File: src/rtl/apb_requester_if.sv
// Bundles the command/response handshake and the APB completer bus of apb_requester.
// The master modport is the requester's view; the slave modport is the environment's view.
interface apb_requester_if #(
    parameter int ADDR_WIDTH = 32,
    parameter int DATA_WIDTH = 32
);
    logic                  req_valid;
    logic                  req_ready;
    logic                  req_write;
    logic [ADDR_WIDTH-1:0] req_addr;
    logic [DATA_WIDTH-1:0] req_wdata;

    logic                  rsp_valid;
    logic [DATA_WIDTH-1:0] rsp_rdata;
    logic                  rsp_err;
    logic                  rsp_timeout;

    logic                  PSEL;
    logic                  PENABLE;
    logic                  PWRITE;
    logic [ADDR_WIDTH-1:0] PADDR;
    logic [DATA_WIDTH-1:0] PWDATA;
    logic [DATA_WIDTH-1:0] PRDATA;
    logic                  PREADY;
    logic                  PSLVERR;

    modport master (
        input  req_valid, req_write, req_addr, req_wdata,
        output req_ready,
        output rsp_valid, rsp_rdata, rsp_err, rsp_timeout,
        output PSEL, PENABLE, PWRITE, PADDR, PWDATA,
        input  PRDATA, PREADY, PSLVERR
    );

    modport slave (
        output req_valid, req_write, req_addr, req_wdata,
        input  req_ready,
        input  rsp_valid, rsp_rdata, rsp_err, rsp_timeout,
        input  PSEL, PENABLE, PWRITE, PADDR, PWDATA,
        output PRDATA, PREADY, PSLVERR
    );
endinterface

File: src/rtl/apb_requester.sv
// Single-outstanding APB requester: turns one command into an IDLE/SETUP/ACCESS transfer
// and returns a one-cycle response, aborting with a timeout if PREADY never arrives.
module apb_requester #(
    parameter int ADDR_WIDTH     = 32,
    parameter int DATA_WIDTH     = 32,
    parameter int TIMEOUT_CYCLES = 16
) (
    input logic            clk,
    input logic            rst,
    apb_requester_if.master bus
);

    // Counter is wide enough to hold TIMEOUT_CYCLES; with the timeout disabled it just saturates.
    localparam int CNT_W = (TIMEOUT_CYCLES > 0) ? $clog2(TIMEOUT_CYCLES + 1) : 1;
    localparam bit TIMEOUT_EN = (TIMEOUT_CYCLES > 0);
    localparam logic [CNT_W-1:0] CNT_LAST =
        (TIMEOUT_CYCLES > 0) ? CNT_W'(TIMEOUT_CYCLES - 1) : CNT_W'(0);
    localparam logic [CNT_W-1:0] CNT_MAX = {CNT_W{1'b1}};

    typedef enum logic [1:0] {
        IDLE   = 2'd0,
        SETUP  = 2'd1,
        ACCESS = 2'd2
    } state_t;

    state_t                state_r;
    logic                  req_ready_r;
    logic                  psel_r;
    logic                  penable_r;
    logic                  pwrite_r;
    logic [ADDR_WIDTH-1:0] paddr_r;
    logic [DATA_WIDTH-1:0] pwdata_r;
    logic                  rsp_valid_r;
    logic [DATA_WIDTH-1:0] rsp_rdata_r;
    logic                  rsp_err_r;
    logic                  rsp_timeout_r;
    logic [CNT_W-1:0]      wait_cnt_r;

    logic                  handshake_s;
    logic                  timeout_hit_s;

    function automatic logic [CNT_W-1:0] sat_inc(input logic [CNT_W-1:0] v);
        if (v == CNT_MAX) begin
            sat_inc = v;
        end else begin
            sat_inc = v + CNT_W'(1);
        end
    endfunction

    assign handshake_s = bus.req_valid & req_ready_r;

    // The current ACCESS cycle is the last one allowed before the transfer is abandoned.
    always_comb begin
        timeout_hit_s = 1'b0;
        if (TIMEOUT_EN && (wait_cnt_r == CNT_LAST)) begin
            timeout_hit_s = 1'b1;
        end else begin
            timeout_hit_s = 1'b0;
        end
    end

    // Transfer sequencer with all bus and response outputs held in registers.
    always_ff @(posedge clk) begin
        if (rst) begin
            state_r       <= IDLE;
            req_ready_r   <= 1'b0;
            psel_r        <= 1'b0;
            penable_r     <= 1'b0;
            pwrite_r      <= 1'b0;
            paddr_r       <= '0;
            pwdata_r      <= '0;
            rsp_valid_r   <= 1'b0;
            rsp_rdata_r   <= '0;
            rsp_err_r     <= 1'b0;
            rsp_timeout_r <= 1'b0;
            wait_cnt_r    <= '0;
        end else begin
            rsp_valid_r <= 1'b0;
            case (state_r)
                IDLE: begin
                    if (handshake_s) begin
                        pwrite_r    <= bus.req_write;
                        paddr_r     <= bus.req_addr;
                        pwdata_r    <= bus.req_wdata;
                        psel_r      <= 1'b1;
                        penable_r   <= 1'b0;
                        req_ready_r <= 1'b0;
                        wait_cnt_r  <= '0;
                        state_r     <= SETUP;
                    end else begin
                        req_ready_r <= 1'b1;
                    end
                end
                SETUP: begin
                    penable_r <= 1'b1;
                    state_r   <= ACCESS;
                end
                ACCESS: begin
                    // PREADY takes priority over a timeout landing on the same edge.
                    if (bus.PREADY) begin
                        rsp_valid_r   <= 1'b1;
                        rsp_rdata_r   <= pwrite_r ? '0 : bus.PRDATA;
                        rsp_err_r     <= bus.PSLVERR;
                        rsp_timeout_r <= 1'b0;
                        psel_r        <= 1'b0;
                        penable_r     <= 1'b0;
                        req_ready_r   <= 1'b1;
                        state_r       <= IDLE;
                    end else if (timeout_hit_s) begin
                        rsp_valid_r   <= 1'b1;
                        rsp_rdata_r   <= '0;
                        rsp_err_r     <= 1'b1;
                        rsp_timeout_r <= 1'b1;
                        psel_r        <= 1'b0;
                        penable_r     <= 1'b0;
                        req_ready_r   <= 1'b1;
                        state_r       <= IDLE;
                    end else begin
                        wait_cnt_r <= sat_inc(wait_cnt_r);
                    end
                end
                default: begin
                    psel_r      <= 1'b0;
                    penable_r   <= 1'b0;
                    req_ready_r <= 1'b1;
                    state_r     <= IDLE;
                end
            endcase
        end
    end

    assign bus.req_ready   = req_ready_r;
    assign bus.rsp_valid   = rsp_valid_r;
    assign bus.rsp_rdata   = rsp_rdata_r;
    assign bus.rsp_err     = rsp_err_r;
    assign bus.rsp_timeout = rsp_timeout_r;
    assign bus.PSEL        = psel_r;
    assign bus.PENABLE     = penable_r;
    assign bus.PWRITE      = pwrite_r;
    assign bus.PADDR       = paddr_r;
    assign bus.PWDATA      = pwdata_r;

endmodule

File: src/flat_wrapper.sv
// flat-port wrapper written by rule: the top's interface ports become plain ports
module apb_requester_flat 
#(
    parameter int ADDR_WIDTH     = 32,
    parameter int DATA_WIDTH     = 32,
    parameter int TIMEOUT_CYCLES = 16
)
  (clk, rst, bus_req_valid, bus_req_write, bus_req_addr, bus_req_wdata, bus_req_ready, bus_rsp_valid, bus_rsp_rdata, bus_rsp_err, bus_rsp_timeout, bus_PSEL, bus_PENABLE, bus_PWRITE, bus_PADDR, bus_PWDATA, bus_PRDATA, bus_PREADY, bus_PSLVERR);
  apb_requester_if #(.ADDR_WIDTH(ADDR_WIDTH), .DATA_WIDTH(DATA_WIDTH)) bus_i ();
  input logic clk;
  input logic rst;
  input wire logic [$bits(bus_i.req_valid)-1:0] bus_req_valid;
  input wire logic [$bits(bus_i.req_write)-1:0] bus_req_write;
  input wire logic [$bits(bus_i.req_addr)-1:0] bus_req_addr;
  input wire logic [$bits(bus_i.req_wdata)-1:0] bus_req_wdata;
  output wire logic [$bits(bus_i.req_ready)-1:0] bus_req_ready;
  output wire logic [$bits(bus_i.rsp_valid)-1:0] bus_rsp_valid;
  output wire logic [$bits(bus_i.rsp_rdata)-1:0] bus_rsp_rdata;
  output wire logic [$bits(bus_i.rsp_err)-1:0] bus_rsp_err;
  output wire logic [$bits(bus_i.rsp_timeout)-1:0] bus_rsp_timeout;
  output wire logic [$bits(bus_i.PSEL)-1:0] bus_PSEL;
  output wire logic [$bits(bus_i.PENABLE)-1:0] bus_PENABLE;
  output wire logic [$bits(bus_i.PWRITE)-1:0] bus_PWRITE;
  output wire logic [$bits(bus_i.PADDR)-1:0] bus_PADDR;
  output wire logic [$bits(bus_i.PWDATA)-1:0] bus_PWDATA;
  input wire logic [$bits(bus_i.PRDATA)-1:0] bus_PRDATA;
  input wire logic [$bits(bus_i.PREADY)-1:0] bus_PREADY;
  input wire logic [$bits(bus_i.PSLVERR)-1:0] bus_PSLVERR;
  assign bus_i.req_valid = bus_req_valid;
  assign bus_i.req_write = bus_req_write;
  assign bus_i.req_addr = bus_req_addr;
  assign bus_i.req_wdata = bus_req_wdata;
  assign bus_req_ready = bus_i.req_ready;
  assign bus_rsp_valid = bus_i.rsp_valid;
  assign bus_rsp_rdata = bus_i.rsp_rdata;
  assign bus_rsp_err = bus_i.rsp_err;
  assign bus_rsp_timeout = bus_i.rsp_timeout;
  assign bus_PSEL = bus_i.PSEL;
  assign bus_PENABLE = bus_i.PENABLE;
  assign bus_PWRITE = bus_i.PWRITE;
  assign bus_PADDR = bus_i.PADDR;
  assign bus_PWDATA = bus_i.PWDATA;
  assign bus_i.PRDATA = bus_PRDATA;
  assign bus_i.PREADY = bus_PREADY;
  assign bus_i.PSLVERR = bus_PSLVERR;
  apb_requester #(.ADDR_WIDTH(ADDR_WIDTH), .DATA_WIDTH(DATA_WIDTH), .TIMEOUT_CYCLES(TIMEOUT_CYCLES)) u_core (.clk(clk), .rst(rst), .bus(bus_i));
endmodule
File: config.mk
export PLATFORM = sky130hd
export DESIGN_NAME = apb_requester_flat
export DESIGN_NICKNAME = d
export VERILOG_FILES = /design/src/rtl/apb_requester_if.sv /design/src/rtl/apb_requester.sv /design/src/flat_wrapper.sv
export SDC_FILE = /design/constraint.sdc
export NUM_CORES = 1
export LEC_CHECK = 0
export CAP_MARGIN = 40
export CORE_ASPECT_RATIO = 0.7
export CORE_MARGIN = 2
export CORE_UTILIZATION = 39
export DETAILED_ROUTE_END_ITERATION = 16
export HOLD_SLACK_MARGIN = 0.12
export PLACE_DENSITY_LB_ADDON = 0.15
export SLEW_MARGIN = 20
export SYNTH_ARGS = -nofsm -noshare
export SYNTH_HDL_FRONTEND = slang
export SYNTH_SLANG_ARGS = --single-unit
export TNS_END_PERCENT = 50
File: constraint.sdc
create_clock -name clk -period 3.09 [get_ports clk]
set_input_delay 0.618 -clock clk [delete_from_list [all_inputs] [get_ports clk]]
set_output_delay 0.618 -clock clk [all_outputs]
set_load 0.01 [all_outputs]
==> impl_results.md <==
* Setup repair bufs after CTS at 0
* Number of filler instances in the final layout at 808
* Fraction of final layout cells sized beyond drive strength 1 at 0.0472
* Vertical die dimension at 86.4 um
* Maximum number of pins on one net before global-route repair at 68
* Category of the worst setup path launch point: register
* Maximum clock frequency at 424 MHz
* Final Hold Fails at 0
* Die Footprint at 10,500 sq um
* Antenna diode instance count at 0
* Mux contribution to synthesized area at 0.00562
* Storage element area at 2200 sq um
* Number of clock buffers inserted by TritonCTS at 9
* Combined area of the multi-input logic cells at 1470 sq um
* Total global routing track utilization at 0.209
* Xor-xnor portion of the synthesized cell area at 0
* Grt ovf at 0
* Detailed-route via count at 3,627
* Net switching power at 688 uW
* CTS HTree Levels at 3
* Number of setup violations in the final report at 0
* Count of hold buffers inserted by post-cts repair at 0
* Effective utilization at floorplan at 0.395
* # nets final at 715
* CP endpoint kind: register
* Shortest period the worst path allows at 2.36 ns
* Internal power at 2430 uW
* Transition time of the tightest slew-check pin at 0.682 ns
* Max-cap violation count at 0
* Final period util at 0.763
* Largest family of logic cells by synthesized area: compound AO/OA/AOI/OAI gates
* Static Leakage at 0.00224 uW
* Std-Cell Core Area at 9570 sq um
* Post-cts gate resize count at 0
* Setup_tns at 0 ns
* Worst EP required at 3.36 ns
* Status: finished, final reports clean
* Worst Clk Skew at 0.00658 ns
* Largest fanout on the critical path at 7
* Synthesized area divided by synthesized cell count at 8.98 sq um
* Wire length of the first global-routing pass at 17.5 mm
* Clock tree from TritonCTS: yes
* Total number of clock tree sinks at 110
* Part of the Yosys area used for sequential elements at 0.582
* Total nets after synthesis at 526
* Via count of the first global-routing pass at 3,549
* Pins Over Slew Limit at 0
* Adder and majority cell fraction of the synthesized area at 0.00992
* Clock Tree Buf Depth at 2
* Port Buffers at 204
* Placer congestion estimate at 0.787
* Clk_lat worst skew at 0.34 ns
* Register bit total from synthesis at 110
* Post-Synth Simple-Gate Area at 0.175
* Worst-case headroom to the max-slew limit at 0.545
* DRT antenna net count at 0
* Largest voltage drop on the vdd net at 414 uV
* Unique cell type count in the Yosys netlist at 36
* Boundary Pins at 205
* Post-detailed-routing wire length at 10.7 mm
* Number of warnings printed during yosys synthesis at 0
* Number of DRC violations after detailed-routing iteration 0 at 154
* Post-place setup slack at 0.580 ns
* PwrDens at 499 nW/um^2
* Row count at 30
* Synthesized instance count at 421
* Clock network power share at 0.387
* Setup slack after layout at 0.731 ns
* Hold Crit Class: register to register
* Peak per-stage delay on the critical path at 0.59 ns
* Fraction of power consumed by combinational cells at 0.131
* Horiz. Die Dim at 122 um
* Number of optimization iterations in the first detailed-route pass at 5
* Unrepaired setup endpoints after global routing: no
* Post-DP HPWL at 7.55 mm
* Synth Area in Compound Gates at 0.191
* Clock edge transition at the registers on the reported setup and hold paths at 0.07 ns
* Slowest cell on the critical path: or4b_1
* Category of the critical setup timing path: register to register
* Area added between synthesis and finish at 65.1%
* Cell area after synthesis at 3780 sq um
* DR DRC count at 0
* Sequential share of power at 0.482
* Root Buffer: clkbuf_16
* Switching part of the total at 0.221
* Initial antenna violation count at 0
* Data arrival time of the critical path at 2.63 ns
* Wire length per cell after detailed routing at 14.4 um
* Cell Chain, Critical Path: ha_1, and3_1, ha_1, or4b_1, or4_1, a31oi_1
* CP most frequent cell: ha_1
* Post-detailed-route via-to-cell ratio at 4.88
worst max-delay path: cells and delay by family, from the launching register on:
kind                     cells  cell delay (ns)
AND/OR/NAND/NOR              3             1.32
adder cells (fa/ha/maj)      2             0.48
flip-flops                   1             0.35
AO/OA/AOI/OAI                1             0.14
path summary, 6_finish.rpt:
path,slack [ns],cells after the start,end,from
worst min-delay path,0.45,2,u_core.bus.PWDATA[31]$_SDFFE_PP0P_,u_core.bus.PWDATA[31]$_SDFFE_PP0P_
worst min register to register,0.45,2,u_core.bus.PWDATA[31]$_SDFFE_PP0P_,u_core.bus.PWDATA[31]$_SDFFE_PP0P_
worst max register to register,0.73,6,u_core.wait_cnt_r[3]$_SDFFE_PP0P_,u_core.wait_cnt_r[0]$_SDFFE_PP0P_
worst max-delay path,0.73,6,u_core.wait_cnt_r[3]$_SDFFE_PP0P_,u_core.wait_cnt_r[0]$_SDFFE_PP0P_
cell type report:
type / count / area share
Sequential cell: 110 / 0.353
Timing Repair Buffer: 210 / 0.333
Multi-Input combinational cell: 277 / 0.236
Clock buffer: 14 / 0.0455
Tap cell: 128 / 0.0256
Clock inverter: 2 / 0.00601
Inverter: 2 / 0.00120
power groups by stage:
stage               clock network [uW]  logic (uW)  registers (uW)
floorplan                            0         121            1550
global placement                     0         404            1530
detailed placement                   0         410            1530
CTS                               1250         412            1500
global route                      1300         445            1510
finish                            1210         409            1500
stage by stage:
step / area, sq um / power (uW) / util / hold WS (ns) / std cells
6_report: 6250 / 3120 / 0.653 / 0.453 / 743
5_1_grt: 6250 / 3250 / 0.653 / 0.478 / 743
4_1_cts: 6250 / 3160 / 0.653 / 0.455 / 743
3_5_place_dp: 5920 / 1940 / 0.619 / 0.446 / 727
3_3_place_gp: 5920 / 1930 / 0.619 / 0.441 / 727
2_1_floorplan: 3780 / 1680 / - / 0.470 / 421
per-layer routing:
metal	global-route usage	vias to the layer above	routed length (um)
li1	-	1809	-
met2	0.343	127	5040
met3	0.0855	16	975
met1	0.254	1675	4500
met4	0.0648	0	194
met5	0	-	0
synthesized netlist by cell type, drive strengths merged:
cell	number	area [sq um]
nand2	131	492
dfxtp	110	2200
a21oi	74	370
a22o	32	280
clkbuf	23	86.3
buf	9	42.5
nor2	4	15.0
ha	3	37.5
nor3	3	15.0
o21ai	3	15.0
a211oi	2	15.0
a31oi	2	12.5
inv	2	7.51
nor4b	2	23.8
o211ai	2	15.0
or2b	2	16.3
and3	1	6.26
and4bb	1	12.5
mux2	1	11.3
mux2i	1	10.0
nand2b	1	6.26
nand3	1	5.00
nand3b	1	7.51
nand4	1	6.26
nand4bb	1	11.3
nor2b	1	6.26
nor3b	1	7.51
o21a	1	7.51
o31ai	1	7.51
or2	1	6.26
or3	1	7.51
or4	1	7.51
or4b	1	10.0
logic make-up after synthesis:
group | Yosys count
AO/OA/AOI/OAI | 117
adder cells (fa/ha/maj) | 3
buffers and inverters | 34
flip-flops | 110
multiplexers | 2
AND/OR/NAND/NOR | 155
cell usage in the layout, fill, tap and decap left out, drive strengths merged, types with 2 or more instances in the layout:
cell type	n
a211oi	2
a21oi	74
a22o	32
a31oi	2
buf	7
clkbuf	14
clkdlybuf4s50	203
dfxtp	110
ha	3
inv	2
nand2	131
nor2	4
nor3	3
nor4b	2
o211ai	2
o21ai	3
or2b	2
state kept, by name (all words and copies together) (netlist names):
| signal | flops |
|---|---|
| u_core.bus.PADDR | 32 |
| u_core.bus.PSEL | 1 |
| u_core.bus.rsp_timeout | 1 |
| u_core.state_r | 2 |
| u_core.bus.req_ready | 1 |
| u_core.bus.PWRITE | 1 |
| u_core.bus.PWDATA | 32 |
| u_core.bus.rsp_rdata | 32 |
| u_core.bus.rsp_err | 1 |
| u_core.bus.PENABLE | 1 |
| u_core.wait_cnt_r | 5 |
| u_core.bus.rsp_valid | 1 |
Note: power is estimated with default switching activity, not from simulation.
